### src/rtl/vs_hex_word_sender_pkg.sv
// rtl/vs_hex_word_sender_pkg.sv - shared state encoding and ASCII constants for the hex word sender
// Contents: state_e (IDLE/HEX/CR/LF), ASCII_CR, ASCII_LF, counter width.
package vs_hex_word_sender_pkg;

    typedef enum logic [1:0] {
        ST_IDLE = 2'd0,
        ST_HEX  = 2'd1,
        ST_CR   = 2'd2,
        ST_LF   = 2'd3
    } state_e;

    localparam logic [7:0] ASCII_CR = 8'h0D;
    localparam logic [7:0] ASCII_LF = 8'h0A;

    // Digit counter holds NIBBLES-1, NIBBLES is at most 8.
    localparam int CNT_W = 3;

endpackage

### src/rtl/vs_hex_word_sender_if.sv
// rtl/vs_hex_word_sender_if.sv - request and character-stream bundle for the hex word sender
// Signals: start/data (word request), tx_data/tx_valid/tx_ready (character stream),
//          busy/done (status). master = sender side, slave = requester/UART side.
interface vs_hex_word_sender_if #(
    parameter int NIBBLES = 4
);
    logic                   start;
    logic [4*NIBBLES-1:0]   data;
    logic [7:0]             tx_data;
    logic                   tx_valid;
    logic                   tx_ready;
    logic                   busy;
    logic                   done;

    modport master (
        input  start, data, tx_ready,
        output tx_data, tx_valid, busy, done
    );

    modport slave (
        output start, data, tx_ready,
        input  tx_data, tx_valid, busy, done
    );
endinterface

### src/rtl/vs_dc_hex_ascii.sv
// rtl/vs_dc_hex_ascii.sv - nibble to uppercase ASCII hex digit decoder
// Ports: nibble_i (4-bit value), ascii_o (0x30-0x39 for 0-9, 0x41-0x46 for A-F).
module vs_dc_hex_ascii (
    input  logic [3:0] nibble_i,
    output logic [7:0] ascii_o
);
    always_comb begin
        if (nibble_i < 4'd10) begin
            ascii_o = 8'h30 + {4'h0, nibble_i};
        end else begin
            // 0x37 + 0xA = 0x41 ('A')
            ascii_o = 8'h37 + {4'h0, nibble_i};
        end
    end
endmodule

### src/rtl/vs_hex_word_sender.sv
// rtl/vs_hex_word_sender.sv - prints a word as hex digits (MSB first) with optional CR/LF onto a valid/ready character stream
// Ports: clk, rst_n (async active-low), bus (vs_hex_word_sender_if.master):
//        start/data in, tx_data/tx_valid out, tx_ready in, busy/done out.
module vs_hex_word_sender
    import vs_hex_word_sender_pkg::*;
#(
    parameter int NIBBLES  = 4,
    parameter int ADD_CRLF = 1
) (
    input  logic                     clk,
    input  logic                     rst_n,
    vs_hex_word_sender_if.master     bus
);
    localparam int W = 4 * NIBBLES;

    state_e             state_q, state_d;
    logic [W-1:0]       shift_q, shift_d;
    logic [CNT_W-1:0]   cnt_q, cnt_d;
    logic               done_q, done_d;
    logic [7:0]         hex_char;
    logic [7:0]         tx_data;
    logic               tx_valid;
    logic               xfer;

    // The digit on offer is always the top nibble; shifting left exposes the next one.
    vs_dc_hex_ascii u_dec (
        .nibble_i (shift_q[W-1 -: 4]),
        .ascii_o  (hex_char)
    );

    always_ff @(posedge clk or negedge rst_n) begin
        if (!rst_n) begin
            state_q <= ST_IDLE;
            shift_q <= '0;
            cnt_q   <= '0;
            done_q  <= 1'b0;
        end else begin
            state_q <= state_d;
            shift_q <= shift_d;
            cnt_q   <= cnt_d;
            done_q  <= done_d;
        end
    end

    always_comb begin
        state_d  = state_q;
        shift_d  = shift_q;
        cnt_d    = cnt_q;
        done_d   = 1'b0;
        tx_data  = 8'h00;
        tx_valid = (state_q != ST_IDLE);
        xfer     = tx_valid && bus.tx_ready;

        case (state_q)
            ST_IDLE: begin
                if (bus.start) begin
                    shift_d = bus.data;
                    cnt_d   = CNT_W'(NIBBLES - 1);
                    state_d = ST_HEX;
                end
            end
            ST_HEX: begin
                tx_data = hex_char;
                if (xfer) begin
                    if (cnt_q != '0) begin
                        shift_d = shift_q << 4;
                        cnt_d   = cnt_q - 1'b1;
                    end else if (ADD_CRLF != 0) begin
                        state_d = ST_CR;
                    end else begin
                        state_d = ST_IDLE;
                        done_d  = 1'b1;
                    end
                end
            end
            ST_CR: begin
                tx_data = ASCII_CR;
                if (xfer) begin
                    state_d = ST_LF;
                end
            end
            ST_LF: begin
                tx_data = ASCII_LF;
                if (xfer) begin
                    state_d = ST_IDLE;
                    done_d  = 1'b1;
                end
            end
            default: begin
                state_d = ST_IDLE;
            end
        endcase
    end

    assign bus.tx_data  = tx_data;
    assign bus.tx_valid = tx_valid;
    assign bus.busy     = (state_q != ST_IDLE);
    assign bus.done     = done_q;

endmodule

### src/flat_wrapper.sv
// flat-port wrapper written by rule: the top's interface ports become plain ports
module vs_hex_word_sender_flat import vs_hex_word_sender_pkg::*;
#(
    parameter int NIBBLES  = 4,
    parameter int ADD_CRLF = 1
)
  (clk, rst_n, bus_start, bus_data, bus_tx_ready, bus_tx_data, bus_tx_valid, bus_busy, bus_done);
  vs_hex_word_sender_if #(.NIBBLES(NIBBLES)) bus_i ();
  input  logic clk;
  input  logic rst_n;
  input wire logic [$bits(bus_i.start)-1:0] bus_start;
  input wire logic [$bits(bus_i.data)-1:0] bus_data;
  input wire logic [$bits(bus_i.tx_ready)-1:0] bus_tx_ready;
  output wire logic [$bits(bus_i.tx_data)-1:0] bus_tx_data;
  output wire logic [$bits(bus_i.tx_valid)-1:0] bus_tx_valid;
  output wire logic [$bits(bus_i.busy)-1:0] bus_busy;
  output wire logic [$bits(bus_i.done)-1:0] bus_done;
  assign bus_i.start = bus_start;
  assign bus_i.data = bus_data;
  assign bus_i.tx_ready = bus_tx_ready;
  assign bus_tx_data = bus_i.tx_data;
  assign bus_tx_valid = bus_i.tx_valid;
  assign bus_busy = bus_i.busy;
  assign bus_done = bus_i.done;
  vs_hex_word_sender #(.NIBBLES(NIBBLES), .ADD_CRLF(ADD_CRLF)) u_core (.clk(clk), .rst_n(rst_n), .bus(bus_i));
endmodule
### config.mk
export PLATFORM = sky130hd
export DESIGN_NAME = vs_hex_word_sender_flat
export DESIGN_NICKNAME = d
export VERILOG_FILES = /design/src/rtl/vs_hex_word_sender_pkg.sv /design/src/rtl/vs_hex_word_sender_if.sv /design/src/rtl/vs_dc_hex_ascii.sv /design/src/rtl/vs_hex_word_sender.sv /design/src/flat_wrapper.sv
export SDC_FILE = /design/constraint.sdc
export NUM_CORES = 1
export LEC_CHECK = 0
export CAP_MARGIN = 15
export CORE_MARGIN = 3
export CORE_UTILIZATION = 44
export DETAILED_ROUTE_END_ITERATION = 8
export PLACE_DENSITY = 0.75
export SYNTH_ARGS = -nofsm -noshare
export SYNTH_HDL_FRONTEND = slang
export SYNTH_SLANG_ARGS = --single-unit
### constraint.sdc
create_clock -name clk -period 1.8 [get_ports clk]
set_clock_uncertainty 0.1 [all_clocks]
set_input_delay 0.36 -clock clk [delete_from_list [all_inputs] [get_ports clk]]
set_output_delay 0.36 -clock clk [all_outputs]
set_load 0.05 [all_outputs]
==> results.md <==
* #FFs+latches synth at 22
* Die Height at around 60 µm
* Routed Antenna Nets at 0
* Gate count of the mapped netlist at roughly 130
* Final #Nets at ~220
* Area delta synth->final at 85.3%
* Number of hold buffers added after cts at 0
* Dominant cell type by area after synthesis: dfrtp_1
* Hold Vio Cnt, Final at 0
* Initial antenna violation count at 0
* Final non-filler cell total at ~220
* Routed WL at approximately 4400 µm
* DP Cell Count at 200
* Pleak at between 0.001 and 0.0015 µW
* Via count at ~1,300
* Num CTS Buffers at 3
* Final HPWL DP at around 2200 µm
* Die width at 60.1 µm
* Synth Cell Area at ~1300 µm²
* Post-synth EDFFs at 0
* Root buf cell: clkbuf_4
* Synth Area per Inst at around 10 µm²
* Number of max-cap violations at 0
* CP arrival at roughly 1.7 ns
* CTS tree: yes
* Dominant synthesized flop cell: dfrtp_1
* Setup crit end kind: primary output
* Worst VDD drop at 1810 µV
* Largest net degree at the start of global routing at 23
* Die area at approximately 3600 µm²
* Synth cell count leaders: dfrtp_1, nor2_1, a21oi_1
* Synth unique cells at 33
* Hold Path Class: input port to async pin
* Synth async-reset ratio at 1.00
* Post-Layout Inst Area at between 2000 and 2500 µm²
* # setup viols final at 30
* Post-DP Area at 1860 µm²
* Initial Util at 0.464
* Power Dens Cells at about 2200 nW/µm²
* DRC violations left at 0
* Iter 0 DRT Violations at 39
* Core Area at ~2800 µm²
* Startpoint types: flip-flop
* Clk Latency, worst-skew pair at between 0.3 and 0.4 ns
* Most frequent cell after synthesis: dfrtp_1
* Seq/Total Area, Yosys at 0.427
* Share of the synthesized area in the top cell type at 0.427
* Fin. max-slew vios at 0
* I/O pin count at 31
* Final setup margin at -0.389 ns
* RSZ-0062 raised after global routing: true
* Crit Path Class: flip-flop to primary output
* ANT cells at 0
* Pwr Total at between 5000 and 6000 µW
* Post-layout min period at about 2.2 ns
* First-pass GRT wire length at roughly 5900 µm
* Violated checks: negative setup slack
* Total GRT Usage at 0.221
* CTS sink cnt at 22
* GRT busiest layer: met2
* Final worst path period share at 1.22
* Clock-pin slew on the worst setup and hold paths at roughly 0.14 ns
* Vias per cell at approximately 5.8
* Worst EP required at ~1.3 ns
* Status: finished, violations left
* Overflow left after global routing at 0
* Fmax at between 400 and 500 MHz
* Routed WL per cell at 19.5 µm
* GPL Wtd Cong at 0.754
* Top cells by area, synth: dfrtp_1, mux2i_1, ha_1
* GR Layer Usage met3 at 0.0259
* DR pass1 iterations at 4
* Routing usage on met1 at 0.264
* Clk buf depth at 2
* Post-Syn Nets at around 160
* # rows at 19
* YS warnings at 0
* Crit-path max FO at 3
* Met2 Usage GRT at 0.389
* Vias in the first global route at between 1,000 and 1,500
* Share of layout cells above drive strength 1 at 0.570
* Htree depth at 1
* Buffers on Ports at 29
power by group:
part	internal, µW	switching (µW)
Sequential	726	201
Clock	124	157
Combinational	1990	2040
Total	2840	2400
logic make-up after synthesis:
| logic type | after synthesis | synth area share |
|---|---|---|
| flip-flops | 22 | 0.427 |
| multiplexers | 14 | 0.111 |
| adder cells (fa/ha/maj) | 7 | 0.0679 |
| other | 1 | 0.00291 |
| AO/OA/AOI/OAI | 32 | 0.170 |
| XOR/XNOR | 2 | 0.0136 |
| buffers and inverters | 16 | 0.0766 |
| AND/OR/NAND/NOR | 34 | 0.132 |
sequential cells by signal, summed over array words and instances, names as in the netlist:
name,cells
u_core.state_q,2
u_core.bus.done,1
u_core.cnt_q,3
u_core.shift_q,16
final timing paths:
check	endpoint	depth (start not counted)	from	slack, ns
setup / recovery	bus_tx_data[1]	7	u_core.state_q[1]	-0.39
hold / removal	u_core.shift_q[3]	2	rst_n	0.26
setup reg to reg	u_core.state_q[1]	10	u_core.state_q[1]	-0.28
hold reg to reg	u_core.shift_q[0]	1	u_core.shift_q[0]	0.43
max in group asynchronous	u_core.shift_q[15]	2	rst_n	1.08
min in group clk	u_core.shift_q[0]	1	u_core.shift_q[0]	0.43
routing by layer:
| metal | vias up | routed length (µm) | part of all wire |
|---|---|---|---|
| met3 | 12 | 234 | 0.054 |
| met4 | 0 | 121 | 0.028 |
| met1 | 647 | 1620 | 0.37 |
| li1 | 583 | - | - |
| met5 | - | 0 | 0 |
| met2 | 54 | 2400 | 0.55 |
per-stage QoR:
stage	util	hold slack (ns)	setup WS, ns	TNS (ns)
after floorplan	-	-0.0356	-0.194	-0.808
after global placement	0.669	0.361	-0.0350	-0.192
after global routing	0.859	0.290	-0.451	-8.63
final	0.859	0.265	-0.389	-6.93
after detailed placement	0.669	0.361	-0.155	-2.06
after CTS	0.774	0.277	-0.340	-3.56
cells in the final DEF, fill, tap and decap left out, types with 3 or more instances in the layout:
| cell | netlist | routed |
|---|---|---|
| dfrtp_1 | 22 | 22 |
| buf_12 | 0 | 10 |
| a41o_4 | 1 | 4 |
| mux2i_1 | 12 | 12 |
| inv_1 | 9 | 6 |
| nand2_1 | 7 | 5 |
| ha_2 | 0 | 3 |
| a21oi_1 | 16 | 5 |
| buf_6 | 4 | 11 |
| nor2_4 | 0 | 9 |
| a22o_4 | 0 | 4 |
| clkdlybuf4s50_1 | 0 | 19 |
| nor2_1 | 19 | 5 |
| buf_4 | 2 | 25 |
| clkbuf_4 | 0 | 3 |
| a21oi_2 | 0 | 10 |
| nor2_2 | 0 | 5 |
area by class of cell:
class | count | area [µm²]
timing repair buffer | 65 | 702
sequential | 22 | 551
fill | 143 | 392
tap | 31 | 38.8
clock buffer | 4 | 36.3
multi-input combinational | 93 | 1020
inverter | 9 | 37.5
timing repair:
item / in CTS / in global routing
gates resized for setup: 32 / 40
cloned: 2 / 1
endpoints found under the setup margin: 28 / 30
pin swaps: 9 / 9
buffers inserted: 10 / 8
worst max-delay path: stages (launching register included):
cell and delay [ns]:
dfrtp_1 0.42, inv_2 0.08, buf_6 0.12, ha_4 0.15, nand2b_4 0.14, a211o_1 0.25
o21ai_2 0.09, buf_12 0.16
(Power assumes the default switching activity.)
